`config.mk`:
```
export PLATFORM = sky130hd
export DESIGN_NAME = permutation_ctrl
export DESIGN_NICKNAME = d
export VERILOG_FILES = /design/src/rtl/ascon_pack.sv /design/src/rtl/round_counter.sv /design/src/rtl/permutation_ctrl.sv
export SDC_FILE = /design/constraint.sdc
export NUM_CORES = 1
export LEC_CHECK = 0
export CORE_AREA = 5 5 42 44
export CTS_CLUSTER_SIZE = 14
export DETAILED_ROUTE_END_ITERATION = 6
export DIE_AREA = 0 0 47 49
export SLEW_MARGIN = 20
export SYNTH_ARGS = -nofsm -noshare
export SYNTH_HDL_FRONTEND = slang
export SYNTH_SLANG_ARGS = --single-unit
```
`constraint.sdc`:
```
create_clock -name clock_i -period 1.5 [get_ports clock_i]
set_input_delay 0.3 -clock clock_i [delete_from_list [all_inputs] [get_ports clock_i]]
set_output_delay 0.3 -clock clock_i [all_outputs]
set_load 0.005 [all_outputs]
```
`src/rtl/ascon_pack.sv`:
```
// Shared definitions for the ASCON permutation round sequencer.
package ascon_pack;

  typedef enum logic [1:0] {
    IDLE = 2'd0,
    RUN  = 2'd1,
    DONE = 2'd2
  } type_perm_ctrl_state;

  // Index of the final ASCON round; every permutation ends on this round.
  localparam logic [3:0] ROUND_LAST    = 4'd11;
  localparam int         NB_ROUNDS_MAX = 12;

  // First round index of a p^n call: the last n rounds of the 12-round schedule.
  function automatic logic [3:0] round_start(input int n);
    return 4'(NB_ROUNDS_MAX - n);
  endfunction

endpackage

```
`src/rtl/round_counter.sv`:
```
// 4-bit round index counter: synchronous clear, load and increment, with a
// flag marking the final ASCON round.
module round_counter
  import ascon_pack::*;
(
  input  logic       clock_i,
  input  logic       resetb_i,
  input  logic       clr_i,
  input  logic       load_i,
  input  logic [3:0] load_val_i,
  input  logic       inc_i,
  output logic [3:0] count_o,
  output logic       last_o
);

  logic [3:0] count_d;
  logic [3:0] count_q;

  // Next count: clear beats load, load beats increment.
  always_comb begin
    // NOTE: assigning the hold value first keeps every path covered, so no latch is inferred.
    count_d = count_q;
    if (clr_i) begin
      count_d = 4'd0;
    end else if (load_i) begin
      count_d = load_val_i;
    end else if (inc_i) begin
      count_d = count_q + 4'd1;
    end
  end

  // Count register with asynchronous active-low reset.
  always_ff @(posedge clock_i or negedge resetb_i) begin
    // NOTE: non-blocking assignments so every flop samples pre-edge values.
    if (!resetb_i) begin
      count_q <= 4'd0;
    end else begin
      count_q <= count_d;
    end
  end

  assign count_o = count_q;
  assign last_o  = (count_q == ROUND_LAST);

endmodule

```
`src/rtl/permutation_ctrl.sv`:
```
// Round sequencer for the ASCON permutation datapath: loads the external
// state, iterates p over the selected round indices and pulses done_o.
module permutation_ctrl
  import ascon_pack::*;
#(
  parameter int ROUNDS_A = 12,
  parameter int ROUNDS_B = 6
) (
  input  logic       clock_i,
  input  logic       resetb_i,
  input  logic       start_i,
  input  logic       mode_i,
  input  logic       abort_i,
  output logic       selectionp_o,
  output logic       enable_o,
  output logic [3:0] round_o,
  output logic       ready_o,
  output logic       busy_o,
  output logic       done_o
);

  if ((ROUNDS_A < 1) || (ROUNDS_A > NB_ROUNDS_MAX) ||
      (ROUNDS_B < 1) || (ROUNDS_B > NB_ROUNDS_MAX)) begin : g_bad_rounds
    $error("permutation_ctrl: ROUNDS_A and ROUNDS_B must lie in 1..%0d", NB_ROUNDS_MAX);
  end

  localparam logic [3:0] START_A = round_start(ROUNDS_A);
  localparam logic [3:0] START_B = round_start(ROUNDS_B);

  type_perm_ctrl_state state_d, state_q;
  logic                first_d, first_q;

  logic       cnt_clr;
  logic       cnt_load;
  logic [3:0] cnt_load_val;
  logic       cnt_inc;
  logic [3:0] cnt_count;
  logic       cnt_last;

  round_counter u_round_counter (
    .clock_i    (clock_i),
    .resetb_i   (resetb_i),
    .clr_i      (cnt_clr),
    .load_i     (cnt_load),
    .load_val_i (cnt_load_val),
    .inc_i      (cnt_inc),
    .count_o    (cnt_count),
    .last_o     (cnt_last)
  );

  // Next state, counter controls and registered-state output decode.
  always_comb begin
    state_d      = state_q;
    first_d      = first_q;
    cnt_clr      = 1'b0;
    cnt_load     = 1'b0;
    cnt_load_val = START_B;
    cnt_inc      = 1'b0;

    if (abort_i) begin
      state_d = IDLE;
      first_d = 1'b0;
      cnt_clr = 1'b1;
    end else begin
      case (state_q)
        IDLE, DONE: begin
          // DONE accepts a start exactly like IDLE, so back-to-back calls have no bubble.
          if (start_i) begin
            state_d      = RUN;
            first_d      = 1'b1;
            cnt_load     = 1'b1;
            cnt_load_val = mode_i ? START_A : START_B;
          end else begin
            state_d = IDLE;
            first_d = 1'b0;
            cnt_clr = 1'b1;
          end
        end
        RUN: begin
          first_d = 1'b0;
          if (cnt_last) begin
            state_d = DONE;
          end else begin
            cnt_inc = 1'b1;
          end
        end
        default: begin
          state_d = IDLE;
          first_d = 1'b0;
          cnt_clr = 1'b1;
        end
      endcase
    end

    // Outputs depend only on registered state, so there is no input-to-output path.
    selectionp_o = (state_q == RUN) && !first_q;
    enable_o     = (state_q == RUN);
    busy_o       = (state_q == RUN);
    ready_o      = (state_q != RUN);
    done_o       = (state_q == DONE);
    round_o      = (state_q == RUN) ? cnt_count : 4'd0;
  end

  // State and first-round flag registers.
  always_ff @(posedge clock_i or negedge resetb_i) begin
    if (!resetb_i) begin
      state_q <= IDLE;
      first_q <= 1'b0;
    end else begin
      state_q <= state_d;
      first_q <= first_d;
    end
  end

endmodule

```
# Word-level counts from Yosys, hierarchy flattened
# Cells that the tools add are included.
# word_totals
regBits	7
input_bits	5
out_inout_bits	9
wordCells	35
# op_classes
n_addsub	1
n_eq_ne	5
muxes	21
n_reduce_logical	5
# ops
cell	count
4-bit two-way mux	4
3-bit two-way mux	4
1-bit two-way mux	9
4-bit by 1-bit adder with 4-bit output, second input constant	1
4-bit == test, second input constant	1
2-bit two-way mux	2
2-bit case mux with 2 select lines	1
3-bit by 2-bit inequality test with 1-bit output, second input constant	1
3-bit nonzero test	1
2-bit by 1-bit == test with 1-bit output, second input constant	1
2-bit == test, second input constant	1
2-bit zero test	1
2-bit by 1-bit inequality test with 1-bit output, second input constant	1
1-bit case mux with 2 select lines	1
2-bit OR reduction	1
1-bit logical AND	1
1-bit zero test	1

# Depth between registers and ports, before layout
# Gate-level depths: netlist of run 1.
# logic_depth
word_depth	7
depth_mapped	4
depth_no_buf	4

# By module
# Synthesis of run 1 repeated with hierarchy kept, for this count alone.
# unflattened
hier_cells	45
hier_area_um2	435.4
# by_module_without_submodules
module	instances	cells_each	area_per_inst_um2
round_counter	1	24	232.7
permutation_ctrl	1	21	202.7

# Least setup slack after synthesis of run 1
# No wires, ideal clock.
# synth_timing
path_kind	register to register
from	register state_q[0]
to	register u_round_counter.count_q[2] (netlist: u_round_counter.count_o[2])
arrival_time_ps	1176
slack_ps	213
path_stages_with_launch	4
n_path_buf	0
path_cell_list	dfrtp_1 > or3b_4 > a22o_1 > a222oi_1
# synth_via
elab_chain_cells	6
# synth_lines
element	line_no	source
start: declaration	permutation_ctrl.sv:30	type_perm_ctrl_state state_d, state_q;
start signal: assignment	permutation_ctrl.sv:110	state_q <= state_d;
2-bit == test or 2-bit zero test (tied branches)	permutation_ctrl.sv:65	case (state_q)
2-bit OR reduction	permutation_ctrl.sv:65	
3-bit two-way mux or 1-bit two-way mux (tied branches)	permutation_ctrl.sv:65	
3-bit two-way mux or 1-bit two-way mux (tied branches)	permutation_ctrl.sv:60	if (abort_i) begin
4-bit two-way mux	round_counter.sv:25	end else if (load_i) begin
4-bit two-way mux	round_counter.sv:23	if (clr_i) begin
end signal: assignment	round_counter.sv:38	count_q <= count_d;
end: declaration	round_counter.sv:17	logic [3:0] count_q;
# Several ways; a longest one is shown, not always the timed one.
# A chain may end at the register's enable or synchronous reset.

# Worst setup path after layout of run 1
# layout_timing
from	input abort_i
to	register u_round_counter.count_q[2] (netlist: u_round_counter.count_o[2])
# layout_via
elab_chain_cells	3
# layout_lines
element	line_no	source
start: declaration	permutation_ctrl.sv:13	input logic abort_i,
3-bit two-way mux or 1-bit two-way mux (tied branches)	permutation_ctrl.sv:60	
4-bit two-way mux	round_counter.sv:25	
4-bit two-way mux	round_counter.sv:23	
# Several ways; a longest one is shown, not always the timed one.

==> impl_metrics.json, run 1 <==
{
  "status": "finished clean",
  "crit_chain": "clkdlybuf4s50_1, or3b_4, a22o_1, a222oi_1",
  "vias": 359,
  "drive_above_1_share_pct": 37.1,
  "placementRows": 14,
  "intPower_mw": 0.369,
  "clockBufferDepth": 2,
  "drc": 0,
  "layout_setup_ws_ps": 27.2,
  "grt_pass1_wl_mm": 1.40,
  "total_power_mw": 0.484,
  "finalWirelength_um": 889,
  "cts_tree": "built",
  "worstPathMaxFanout": 4,
  "cts_hold_buf": 0,
  "synth_seq_area_share_pct": 45.9,
  "powerDensity_nw_per_um2": 797,
  "critical_path_arrival_ps": 1610,
  "finalHoldViolations": 0,
  "ys_warn_count": 0,
  "area_delta_synth_final_pct": 59.3,
  "finalMaxSlewViolations": 0,
  "clock-sinks": 7,
  "root_buffer": "clkbuf_4",
  "start_kind": "primary input",
  "critPathKind": "primary input to register",
  "path_buf_inv": 1,
  "combPwrFrac_pct": 22.7,
  "io_buffers": 13,
  "cts_made_buffers": 3,
  "grt_usage_pct": 8.71,
  "syn-num-nets": 44,
  "rsz0062_at_grt": "true",
  "globalRoute.totalOverflow": 0,
  "max_freq_mhz": 679,
  "hold_class": "primary input to async pin",
  "peakVddDrop_mv": 0.369,
  "cts.reportedPaths.clkPinSlew_ps": 50,
  "first_global_vias": 331,
  "swShare_pct": 23.8,
  "finalSetupViolations": 0,
  "power_frac_clock_pct": 34.7,
  "critPathTopFamily": "compound AO/OA/AOI/OAI gates",
  "fin_util_pct": 43.4,
  "crit_path_end_kind": "register",
  "clock_latency_ps": 250,
  "detailed_place_hpwl_um": 691,
  "period_needed_ps": 1470,
  "wire_per_inst_um": 11.4,
  "dieArea_um2": 2300,
  "fin_worst_skew_ps": 4.80,
  "cpPeakStageDelay_ps": 440,
  "avgSynthCellArea_um2": 10.0,
  "finalCritPeriodShare_pct": 98.2,
  "drtAntennaViolNets": 0,
  "synth_cells": 38,
  "post-place-ws_ps": -227,
  "syn_area_um2": 382,
  "viasPerCell": 4.60,
  "antenna_found_initial": 0,
  "switching_power_mw": 0.115,
  "ios": 14,
  "finalWeightedCongestion": 0.777,
  "core_area_um2": 1400,
  "drtPass1Iterations": 4,
  "drt_iter0_markers": 3,
  "layout.nets": 69,
  "p_leak_nw": 0.309,
  "cts_max_level": 1,
  "ys_seq_elements": 7,
  "holdWs_ps": 316,
  "antenna_cells": 0,
  "dieHeight_um": 49,
  "slowest_stage": "clkdlybuf4s50_1",
  "required_ps": 1640,
  "grt_max_degree": 8,
  "seqPwrFrac_pct": 42.6,
  "slew_headroom_pct": 77.6,
  "initial_core_util_pct": 27.2,
  "worstMarginPinSlew_ps": 335,
  "max_cap_violations": 0,
  "ys_types": 23,
  "die_x_um": 47
}
## power groups by stage
stage / Combinational, mW / Clock, mW / Sequential (mW)
2_1_floorplan: 0.0404 / 0 / 0.210
4_1_cts: 0.106 / 0.179 / 0.207
3_5_place_dp: 0.115 / 0 / 0.209
3_3_place_gp: 0.115 / 0 / 0.209
5_1_grt: 0.121 / 0.190 / 0.208
6_report: 0.110 / 0.168 / 0.207
## area by class of cell
class | instances | area [um2]
fillers | 156 | 793
multi-input cells | 27 | 199
repair buffers | 22 | 180
flip-flops and latches | 7 | 175
clock buffers | 4 | 26.3
well taps | 16 | 20.0
inverters | 2 | 7.51
## cells in the mapped netlist
| library cell | number | area (um2) |
|---|---|---|
| a22o_1 | 1 | 8.76 |
| o21ai_0 | 2 | 10.0 |
| o21ai_1 | 1 | 5.00 |
| and2b_1 | 1 | 7.51 |
| nand3b_1 | 1 | 7.51 |
| buf_2 | 1 | 5.00 |
| xnor2_1 | 1 | 8.76 |
| and3b_1 | 1 | 8.76 |
| a221oi_1 | 1 | 8.76 |
| nand3_1 | 1 | 5.00 |
| a222oi_1 | 1 | 10.0 |
| xor2_1 | 1 | 8.76 |
| ha_1 | 1 | 12.5 |
| dfrtp_1 | 7 | 175 |
| buf_4 | 1 | 7.51 |
| or3b_4 | 1 | 11.3 |
| inv_1 | 2 | 7.51 |
| nor3_1 | 1 | 5.00 |
| nor2_1 | 4 | 15.0 |
| nor3b_1 | 1 | 7.51 |
| and2_1 | 4 | 25.0 |
| or3b_1 | 1 | 8.76 |
| nor2b_1 | 2 | 12.5 |
## worst register-to-register path, cell delays in order (launching register included)
cell and delay [ps]:
dfrtp_1 370, buf_4 140, or3b_4 380, a22o_1 240
a222oi_1 210
## per-layer routing
| layer | routed length, um | share of wire, % | global-route usage (%) | vias to the layer above |
|---|---|---|---|---|
| met5 | 0 | 0 | 0 | - |
| met4 | 0 | 0 | 6.91 | 0 |
| met3 | 75 | 8.4 | 2.21 | 0 |
| met2 | 380 | 43 | 10.9 | 12 |
| met1 | 433 | 49 | 12.1 | 166 |
| li1 | - | - | - | 181 |
## per-stage QoR
stage | instances | TNS, ps | area, um2
after floorplan | 38 | 0 | 382
after global placement | 74 | -1150 | 587
after detailed placement | 74 | -1200 | 587
after CTS | 78 | -0.369 | 596
after global routing | 78 | -6.31 | 608
final | 78 | 0 | 608
## worst paths after layout
check,startpoint,to,slack (ps),cells after the start
setup / recovery,abort_i,u_round_counter.count_o[2],30,4
hold / removal,resetb_i,u_round_counter.count_o[0],320,1
setup reg to reg,state_q[0],u_round_counter.count_o[2],50,4
hold reg to reg,u_round_counter.count_o[0],u_round_counter.count_o[0],610,2
max in group asynchronous,resetb_i,u_round_counter.count_o[2],930,1
min in group clock_i,u_round_counter.count_o[0],u_round_counter.count_o[0],610,2
## cell families after synthesis
logic type | share of synthesized area [%]
adder cells (fa/ha/maj) | 3.28
buffers and inverters | 5.25
AND/OR/NAND/NOR | 29.8
XOR/XNOR | 4.59
AO/OA/AOI/OAI | 11.1
flip-flops | 45.9
## layout by cell type (no fill, tap or decap), types with 2 or more instances in the layout
master,count
dfrtp_1,7
buf_2,6
buf_4,6
nor2_1,4
clkdlybuf4s50_1,4
buf_6,4
clkbuf_4,3
inv_1,2
and2_1,2
and2_4,2
o21ai_0,2
clkdlybuf4s15_1,2
## registers in the layout (all words and copies together), names as in the netlist
signal and cells:
u_round_counter.count_o 4, state_q 2, first_q 1
## timing repair
| action | CTS | global route |
|---|---|---|
| pin swaps | 0 | 0 |
| gates resized for setup | 35 | 5 |
| buffers inserted | 1 | 0 |
| hold endpoints to repair | 0 | 0 |
| endpoints found under the setup margin | 9 | 4 |
No activity file was read; power rests on OpenSTA's default activity.
==> run 2: changes to the inputs <==
Settings changed: MAX_ROUTING_LAYER from default to met4, PLACE_DENSITY from default to 0.57.
==> run 2 against run 1 <==
Net effect:
- design area is 0.21% lower
- core utilization is 0.089 points lower
- first-iteration DRC count is 100% higher
- final cell count is 1.3% lower
- highest routed layer unchanged
- critical path type is now register to output port
- the flow now finishes with violations (negative setup slack)
- sequential power hardly changed
- clock skew is 2.5 ps lower
- worst hold slack worse by 6.7 ps
- combinational power hardly changed
==> impl_metrics.json, run 2 (synthesis results as in run 1) <==
{
  "rsz0062_at_grt": "true",
  "hold_class": "primary input to async pin",
  "drive_above_1_share_pct": 34.4,
  "total_power_mw": 0.491,
  "finalSetupViolations": 2,
  "post_dp_cell_area_um2": 572,
  "globalRoute.totalOverflow": 0,
  "clock_latency_ps": 250,
  "period_needed_ps": 1530,
  "finalMaxSlewViolations": 0,
  "worstMarginPinSlew_ps": 321,
  "p_leak_nw": 0.320,
  "layout_setup_ws_ps": -29.5,
  "dieHeight_um": 49,
  "start_kind": "register",
  "required_ps": 1200,
  "layout_common_cells": "dfrtp_1, buf_4, nor2_1, buf_6",
  "powerDensity_nw_per_um2": 808,
  "clock-sinks": 7,
  "cts_max_level": 1,
  "critPathTopFamily": "flip-flops",
  "ios": 14,
  "grt_max_degree": 8,
  "cts_made_buffers": 3,
  "finalCritPeriodShare_pct": 102,
  "drt_iter0_markers": 6,
  "die_x_um": 47,
  "path_buf_inv": 3,
  "seq_area_um2": 175,
  "r2r_slack_ps": 50,
  "cpPeakStageDelay_ps": 380,
  "critical_path_arrival_ps": 1230,
  "grt_usage_pct": 10.0,
  "core_area_um2": 1400,
  "design_area_um2": 607,
  "crit_path_end_kind": "output port",
  "critPathKind": "register to output port",
  "drtAntennaViolNets": 0,
  "status": "complete, but fails checks",
  "finalHoldViolations": 0,
  "max_cap_violations": 0,
  "cts_hold_buf": 0,
  "fill_cells": 149,
  "worstPathMaxFanout": 4,
  "root_buffer": "clkbuf_4",
  "crit_chain": "nor2b_4, buf_6, buf_6, and2_4, buf_6",
  "cts.reportedPaths.clkPinSlew_ps": 50,
  "initial_core_util_pct": 27.2,
  "largest_reg_flops": 4,
  "finalWeightedCongestion": 0.831,
  "slowest_stage": "dfrtp_1",
  "grt_pass1_wl_mm": 1.61,
  "fin_worst_skew_ps": 2.32,
  "wire_per_inst_um": 11.8,
  "antenna_found_initial": 0,
  "multi_input_area_um2": 199,
  "antenna_cells": 0,
  "cts_tree": "built",
  "drtPass1Iterations": 4,
  "violations": "negative setup slack",
  "peakVddDrop_mv": 0.477,
  "slew_headroom_pct": 78.5,
  "clockBufferDepth": 2,
  "area_delta_synth_final_pct": 59.0,
  "worstReg2RegEnd": "u_round_counter.count_o[2]",
  "io_buffers": 13,
  "layout.nets": 68,
  "finalWirelength_um": 908,
  "placementRows": 14,
  "dieArea_um2": 2300,
  "viasPerCell": 4.66,
  "r2r-start": "state_q[0]",
  "first_global_vias": 358,
  "detailed_place_hpwl_um": 695,
  "max_freq_mhz": 654,
  "layout_commonest_cell": "dfrtp_1",
  "vias": 359,
  "rr_worst_depth": 4,
  "path_common_cell": "buf_6",
  "holdWs_ps": 309,
  "drc": 0
}
[run 2: layer usage]
layer  wire [um]  vias up  GRT usage [%]
met5           0        -              -
met4           0        0           2.76
met3          71        0           4.43
met2         446       14           14.9
met1         390      166           12.1
li1            -      179              -
[run 2: worst max path at each step]
stage / startpoint / endpoint / slack (ps) / cells after the start
global route: state_q[0] / round_o[1] / -90 / 5
global placement: abort_i / u_round_counter.count_o[2] / -190 / 4
CTS: state_q[0] / round_o[1] / -40 / 5
detailed placement: abort_i / u_round_counter.count_o[2] / -230 / 4
finish: state_q[0] / round_o[0] / -30 / 5
floorplan: state_q[0] / u_round_counter.count_o[2] / 210 / 3
[run 2: what timing repair did]
action / in CTS / in global routing
buffers inserted: 1 / 0
setup endpoints to repair: 9 / 7
resized for setup: 32 / 3
[run 2: cell type report]
class                      count  area share, %
multi-input combinational     27           32.8
sequential                     7           28.9
timing repair buffer          21           29.5
clock buffer                   4           4.33
tap                           16           3.30
inverter                       2           1.24
[run 2: stage by stage]
step / setup TNS (ps) / setup WS [ps] / utilization [%] / instances
final: -58.9 / -29.5 / 43.3 / 77
after floorplan: 0 / 213 / - / 38
after detailed placement: -890 / -226 / 40.8 / 72
after CTS: -79.1 / -39.8 / 43.4 / 77
after global routing: -265 / -87.7 / 43.3 / 77
after global placement: -850 / -186 / 40.8 / 72
[run 2: report_power, final]
group / leakage, nW / switching (mW) / internal, mW
clock network: 0.0150 / 0.0710 / 0.102
registers: 0.0943 / 0.00788 / 0.199
logic: 0.211 / 0.0421 / 0.0689
total: 0.320 / 0.121 / 0.370
